**src/rtl/dds_word_serializer.sv**
```systemverilog
// Serializes instruction words MSB-first onto a DDS serial port (sclk/sdio/csb), then pulses io_update.
// Define DDS_SER_OVERRUN_CNT_EN to add an 8-bit saturating overrun_count output.
`timescale 1ns/1ps
module dds_word_serializer #(
  parameter int DATA_WIDTH    = 11,
  parameter int CLK_DIV       = 2,
  parameter int UPDATE_CYCLES = 2
) (
  input  logic                  clk,
  input  logic                  reset,
  input  logic [DATA_WIDTH-1:0] din,
  input  logic                  din_valid,
  output logic                  sclk,
  output logic                  sdio,
  output logic                  csb,
  output logic                  io_update,
  output logic                  busy,
`ifdef DDS_SER_OVERRUN_CNT_EN
  output logic [7:0]            overrun_count,
`endif
  output logic                  overrun
);

  localparam int BIT_W = (DATA_WIDTH > 1) ? $clog2(DATA_WIDTH) : 1;
  localparam int DIV_W = (CLK_DIV > 1) ? $clog2(CLK_DIV) : 1;
  localparam int UPD_W = (UPDATE_CYCLES > 1) ? $clog2(UPDATE_CYCLES) : 1;

  localparam logic [BIT_W-1:0] BIT_LAST = BIT_W'(DATA_WIDTH - 1);
  localparam logic [DIV_W-1:0] DIV_LAST = DIV_W'(CLK_DIV - 1);
  localparam logic [UPD_W-1:0] UPD_LAST = UPD_W'(UPDATE_CYCLES - 1);

  typedef enum logic [1:0] {
    IDLE,
    SHIFT,
    UPDATE
  } state_t;

  state_t                state_q, state_d;
  logic [BIT_W-1:0]      bit_cnt_q, bit_cnt_d;
  logic [DIV_W-1:0]      div_cnt_q, div_cnt_d;
  logic [UPD_W-1:0]      upd_cnt_q, upd_cnt_d;
  logic [DATA_WIDTH-1:0] shift_q, shift_d;
  logic [DATA_WIDTH-1:0] buf_q, buf_d;
  logic                  buf_full_q, buf_full_d;
  logic                  sclk_q, sclk_d;
  logic                  sdio_q, sdio_d;
  logic                  csb_q, csb_d;
  logic                  io_update_q, io_update_d;
  logic                  busy_q, busy_d;
  logic                  overrun_q, overrun_d;

  logic                  start_frame;
  logic [DATA_WIDTH-1:0] start_word;
  logic                  drop;
  logic                  last_upd;

  always_ff @(posedge clk) begin
    if (reset) begin
      state_q     <= IDLE;
      bit_cnt_q   <= '0;
      div_cnt_q   <= '0;
      upd_cnt_q   <= '0;
      shift_q     <= '0;
      buf_q       <= '0;
      buf_full_q  <= 1'b0;
      sclk_q      <= 1'b0;
      sdio_q      <= 1'b0;
      csb_q       <= 1'b1;
      io_update_q <= 1'b0;
      busy_q      <= 1'b0;
      overrun_q   <= 1'b0;
    end else begin
      state_q     <= state_d;
      bit_cnt_q   <= bit_cnt_d;
      div_cnt_q   <= div_cnt_d;
      upd_cnt_q   <= upd_cnt_d;
      shift_q     <= shift_d;
      buf_q       <= buf_d;
      buf_full_q  <= buf_full_d;
      sclk_q      <= sclk_d;
      sdio_q      <= sdio_d;
      csb_q       <= csb_d;
      io_update_q <= io_update_d;
      busy_q      <= busy_d;
      overrun_q   <= overrun_d;
    end
  end

  always_comb begin
    state_d     = state_q;
    bit_cnt_d   = bit_cnt_q;
    div_cnt_d   = div_cnt_q;
    upd_cnt_d   = upd_cnt_q;
    shift_d     = shift_q;
    buf_d       = buf_q;
    buf_full_d  = buf_full_q;
    sclk_d      = sclk_q;
    sdio_d      = sdio_q;
    csb_d       = csb_q;
    io_update_d = io_update_q;
    busy_d      = busy_q;
    start_frame = 1'b0;
    start_word  = din;
    drop        = 1'b0;
    last_upd    = (state_q == UPDATE) && (upd_cnt_q == UPD_LAST);

    // On the last UPDATE cycle an empty buffer lets din start the next frame directly.
    if (din_valid && busy_q) begin
      if (buf_full_q) begin
        drop = 1'b1;
      end else if (!last_upd) begin
        buf_d      = din;
        buf_full_d = 1'b1;
      end
    end

    case (state_q)
      IDLE: begin
        if (din_valid) start_frame = 1'b1;
      end
      SHIFT: begin
        if (div_cnt_q == DIV_LAST) begin
          div_cnt_d = '0;
          if (!sclk_q) begin
            sclk_d = 1'b1;
          end else if (bit_cnt_q == '0) begin
            state_d     = UPDATE;
            csb_d       = 1'b1;
            sclk_d      = 1'b0;
            sdio_d      = 1'b0;
            io_update_d = 1'b1;
            upd_cnt_d   = '0;
          end else begin
            sclk_d    = 1'b0;
            bit_cnt_d = bit_cnt_q - BIT_W'(1);
            sdio_d    = shift_q[bit_cnt_q - BIT_W'(1)];
          end
        end else begin
          div_cnt_d = div_cnt_q + DIV_W'(1);
        end
      end
      UPDATE: begin
        if (last_upd) begin
          if (buf_full_q) begin
            start_frame = 1'b1;
            start_word  = buf_q;
            buf_full_d  = 1'b0;
          end else if (din_valid) begin
            start_frame = 1'b1;
          end else begin
            state_d     = IDLE;
            io_update_d = 1'b0;
            busy_d      = 1'b0;
          end
        end else begin
          upd_cnt_d = upd_cnt_q + UPD_W'(1);
        end
      end
      default: state_d = IDLE;
    endcase

    if (start_frame) begin
      state_d     = SHIFT;
      csb_d       = 1'b0;
      sclk_d      = 1'b0;
      sdio_d      = start_word[DATA_WIDTH-1];
      shift_d     = start_word;
      bit_cnt_d   = BIT_LAST;
      div_cnt_d   = '0;
      io_update_d = 1'b0;
      busy_d      = 1'b1;
    end

    overrun_d = overrun_q | drop;
  end

`ifdef DDS_SER_OVERRUN_CNT_EN
  logic [7:0] ovr_cnt_q;

  // Saturates so a long burst of drops never wraps back to a small count.
  always_ff @(posedge clk) begin
    if (reset) begin
      ovr_cnt_q <= '0;
    end else if (drop && (ovr_cnt_q != 8'hFF)) begin
      ovr_cnt_q <= ovr_cnt_q + 8'd1;
    end
  end

  assign overrun_count = ovr_cnt_q;
`endif

  assign sclk      = sclk_q;
  assign sdio      = sdio_q;
  assign csb       = csb_q;
  assign io_update = io_update_q;
  assign busy      = busy_q;
  assign overrun   = overrun_q;

endmodule

```
**config.mk**
```make
export PLATFORM = sky130hd
export DESIGN_NAME = dds_word_serializer
export DESIGN_NICKNAME = d
export VERILOG_FILES = /design/src/rtl/dds_word_serializer.sv
export SDC_FILE = /design/constraint.sdc
export NUM_CORES = 1
export LEC_CHECK = 0
export CORE_MARGIN = 2
export CORE_UTILIZATION = 40
export CTS_CLUSTER_SIZE = 8
export DETAILED_ROUTE_END_ITERATION = 10
export HOLD_SLACK_MARGIN = 0.1
export SKIP_LAST_GASP = 1
export SLEW_MARGIN = 10
export SYNTH_ARGS = -nofsm -noshare
export SYNTH_HDL_FRONTEND = slang
export SYNTH_SLANG_ARGS = --single-unit
```
**constraint.sdc**
```tcl
create_clock -name clk -period 2.41 [get_ports clk]
set_clock_uncertainty 0.1 [all_clocks]
set_input_delay 0.241 -clock clk [delete_from_list [all_inputs] [get_ports clk]]
set_output_delay 0.241 -clock clk [all_outputs]
set_load 0.01 [all_outputs]
```
==> metrics.md <==
| Metric | Value |
|---|---|
| Clock Path Buffers | 2 |
| CP top delay family | multiplexers |
| Crit Path Category | reg -> reg |
| DRT Pass-1 Iters | 4 |
| GRT met2 Usage | 22.21% |
| TritonCTS buffer count | 5 |
| Top cells by area in the synthesized netlist | dfxtp_1, mux2i_1, nor2_1 |
| CP Cell Sequence | inv_1 > ha_1 > mux4_1 > mux2_2 > mux2i_1 > o22ai_1 |
| Clock Sinks | 37 |
| Worst R2R Start | bit_cnt_q[0] |
| Placed Cells | 234 |
| Post-CTS Hold Buffers | 0 |
| GRT met3 Usage | 5.428% |
| Via Count | 1255 |
| Crit. End Element | flop |
| Initial antenna violation count | 0 |
| GRT Max-Usage Layer | met2 |
| CTS tree | yes |
| Hpwl dp | 2258 um |
| Total GRT Usage | 15.32% |
| Flops & latches, synth | 37 |
| Chip height | 68.28 um |
| Die area | 4662 um^2 |
| Syn Area/Cell | 9.723 um^2 |
| Non-filler instance count after layout | 242 |
| Main synth FF type | dfxtp_1 |
| Sequential share of the synthesized area | 44.81% |
| Vias per cell | 5.186 |
| GPL Wtd Cong | 0.8272 |
| Leak pwr | 0.7949 nW |
| Root Buffer | clkbuf_8 |
| Post-layout util | 49.26% |
| Post-Syn Area | 1653 um^2 |
| Rows | 23 |
| Drt drc | 0 |
| Post-synth top area share | 44.81% |
| Core ar. | 4000 um^2 |
| Post-DRT Antenna Nets | 0 |
| Vias in the first global route | 1104 |
| Layout Nets | 207 |
| RSZ-0062 raised after global routing | no |
| Largest net degree at the start of global routing | 24 |
| Floorplan die width | 68.28 um |
| WL/cell | 12.98 um |
| Cell with the most instances after synthesis | dfxtp_1 |
| Synth top cells by count | dfxtp_1, nor2_1, mux2i_1, a211oi_1, a21oi_1 |
| Fmax | 0.4960 GHz |
| Post-synth EDFFs | 0 |
| Number of standard cells after synthesis | 170 |
| GR Util met1 | 20.41% |
| Routed wire length | 3142 um |
| Worst path required time | 2480 ps |
| Worst-margin pin slew | 588.9 ps |
| Ys Warns | 0 |
| Total grt overflow | 0 |
| Status | completed |
| Yosys cell types | 31 |
| First-pass GRT wire length | 5154 um |
| PortBufs | 19 |
| Final hold violation count | 0 |
| Initial Util | 41.32% |
| Hold Startpoint | io_update |
| Power Dens Cells | 633.4 nW/um^2 |
| CP max stage delay | 480 ps |
| Crit path time final | 2016 ps |
| Worst Setup Start Kind | flop |
| Max cap viols | 0 |
| Worst-skew pair later-pin latency | 280 ps |
| Worst-path fanout max | 7 |
| Antenna Diode Count | 0 |
| Post-synth ARST share | 0% |
| Initial drt markers | 48 |
| Worst slew margin | 60.65% |
| Fraction of layout cells with a size suffix above 1 | 8.333% |
| Syn nets | 186 |
| Crit share post-route | 83.66% |
| Peak supply drop | 0.0003803 V |
| Total negative slack | 0 ps |
| Hold WC Path Type | reg -> reg |
| Critical Path Source | bit_cnt_q[0] |
| Final setup vio count | 0 |
| CTS clk-pin slew, worst paths | 70 ps |
| # resized after CTS | 0 |
| Critical path buffer and inverter count | 1 |
| Worst path slowest cell | dfxtp_1 |
| CP Data Arrival Time | 2090 ps |
| Post-CTS Setup Inserts | 0 |
| Area growth syn-to-layout | 19.23% |
| Yosys top cell by area | dfxtp_1 |
| H-tree depth | 2 |
| Num ports | 20 |
| Fin Hold WS | 362.6 ps |
| Fin. max-slew vios | 0 |
power by group:
part	switching [mW]	internal (mW)	total, mW
registers	0.0237	0.647	0.670
clock network	0.214	0.200	0.415
logic	0.0785	0.0845	0.163
cell type report:
type	count	area [um^2]
Fill cell	372	2029
Tap cell	50	62.56
Clock inverter	2	10.01
Multi-Input combinational cell	122	857.1
Sequential cell	37	740.7
Inverter	2	7.507
Clock buffer	6	72.57
Timing Repair Buffer	23	220.2
metal layers:
| metal | vias up | wire length [um] |
|---|---|---|
| met5 | - | 0 |
| met4 | 0 | 33 |
| met3 | 5 | 85 |
| met2 | 16 | 1424 |
| met1 | 586 | 1599 |
| li1 | 648 | - |
kinds of logic (layout without fill, tap and decap cells):
| kind of cell | after synthesis | in the layout | synth area share, % |
|---|---|---|---|
| xor gates and xnor gates | 6 | 6 | 3.180 |
| and+or+nand+nor | 61 | 61 | 17.87 |
| muxes | 29 | 29 | 19.76 |
| buffers and inverters | 11 | 33 | 3.331 |
| DFF | 37 | 37 | 44.81 |
| adders and majority gates | 2 | 2 | 1.514 |
| AOI/OAI and AO/OA | 24 | 24 | 9.539 |
registers in the layout (all words and copies together), names as in the netlist:
name,cells
div_cnt_q,1
csb,1
state_q,2
buf_q,11
sdio,1
sclk,1
busy,1
upd_cnt_q,1
shift_q,11
io_update,1
overrun,1
bit_cnt_q,4
buf_full_q,1
per-stage QoR:
stage | cell area [um^2] | power (mW) | setup WS, ps
detailed placement | 1888 | 0.8481 | 406.4
CTS | 1971 | 1.259 | 393.6
finish | 1971 | 1.248 | 393.7
global placement | 1888 | 0.8434 | 521.3
floorplan | 1653 | 0.7867 | 657.3
global route | 1971 | 1.308 | 264.7
cells in the final DEF (no fill, tap or decap), drive strengths merged:
master,instances
or3,1
nand2,8
a21oi,9
o22ai,1
a211oi,11
xnor2,3
and2,1
buf,4
clkinv,2
or4,1
xor2,3
clkbuf,6
mux2i,24
nor2,34
inv,2
a221oi,1
and4b,1
nand4b,2
nor3b,2
nand2b,2
mux4,2
and3b,1
nor2b,3
nor3,5
clkdlybuf4s50,19
dfxtp,37
a31oi,1
mux2,3
ha,2
a311oi,1
worst reg2reg max path: cells and delay by family (launching register included):
family | cells | cell delay, ps
muxes | 3 | 730
DFF | 1 | 480
adders and majority gates | 1 | 390
buffers and inverters | 1 | 120
AOI/OAI and AO/OA | 1 | 80
worst paths after layout:
kind / depth (start not counted) / endpoint / slack (ps)
setup / recovery: 6 / sdio / 390
hold / removal: 2 / io_update / 360
hold reg to reg: 2 / io_update / 360
setup reg to reg: 6 / sdio / 390
(Power assumes the default switching activity.)
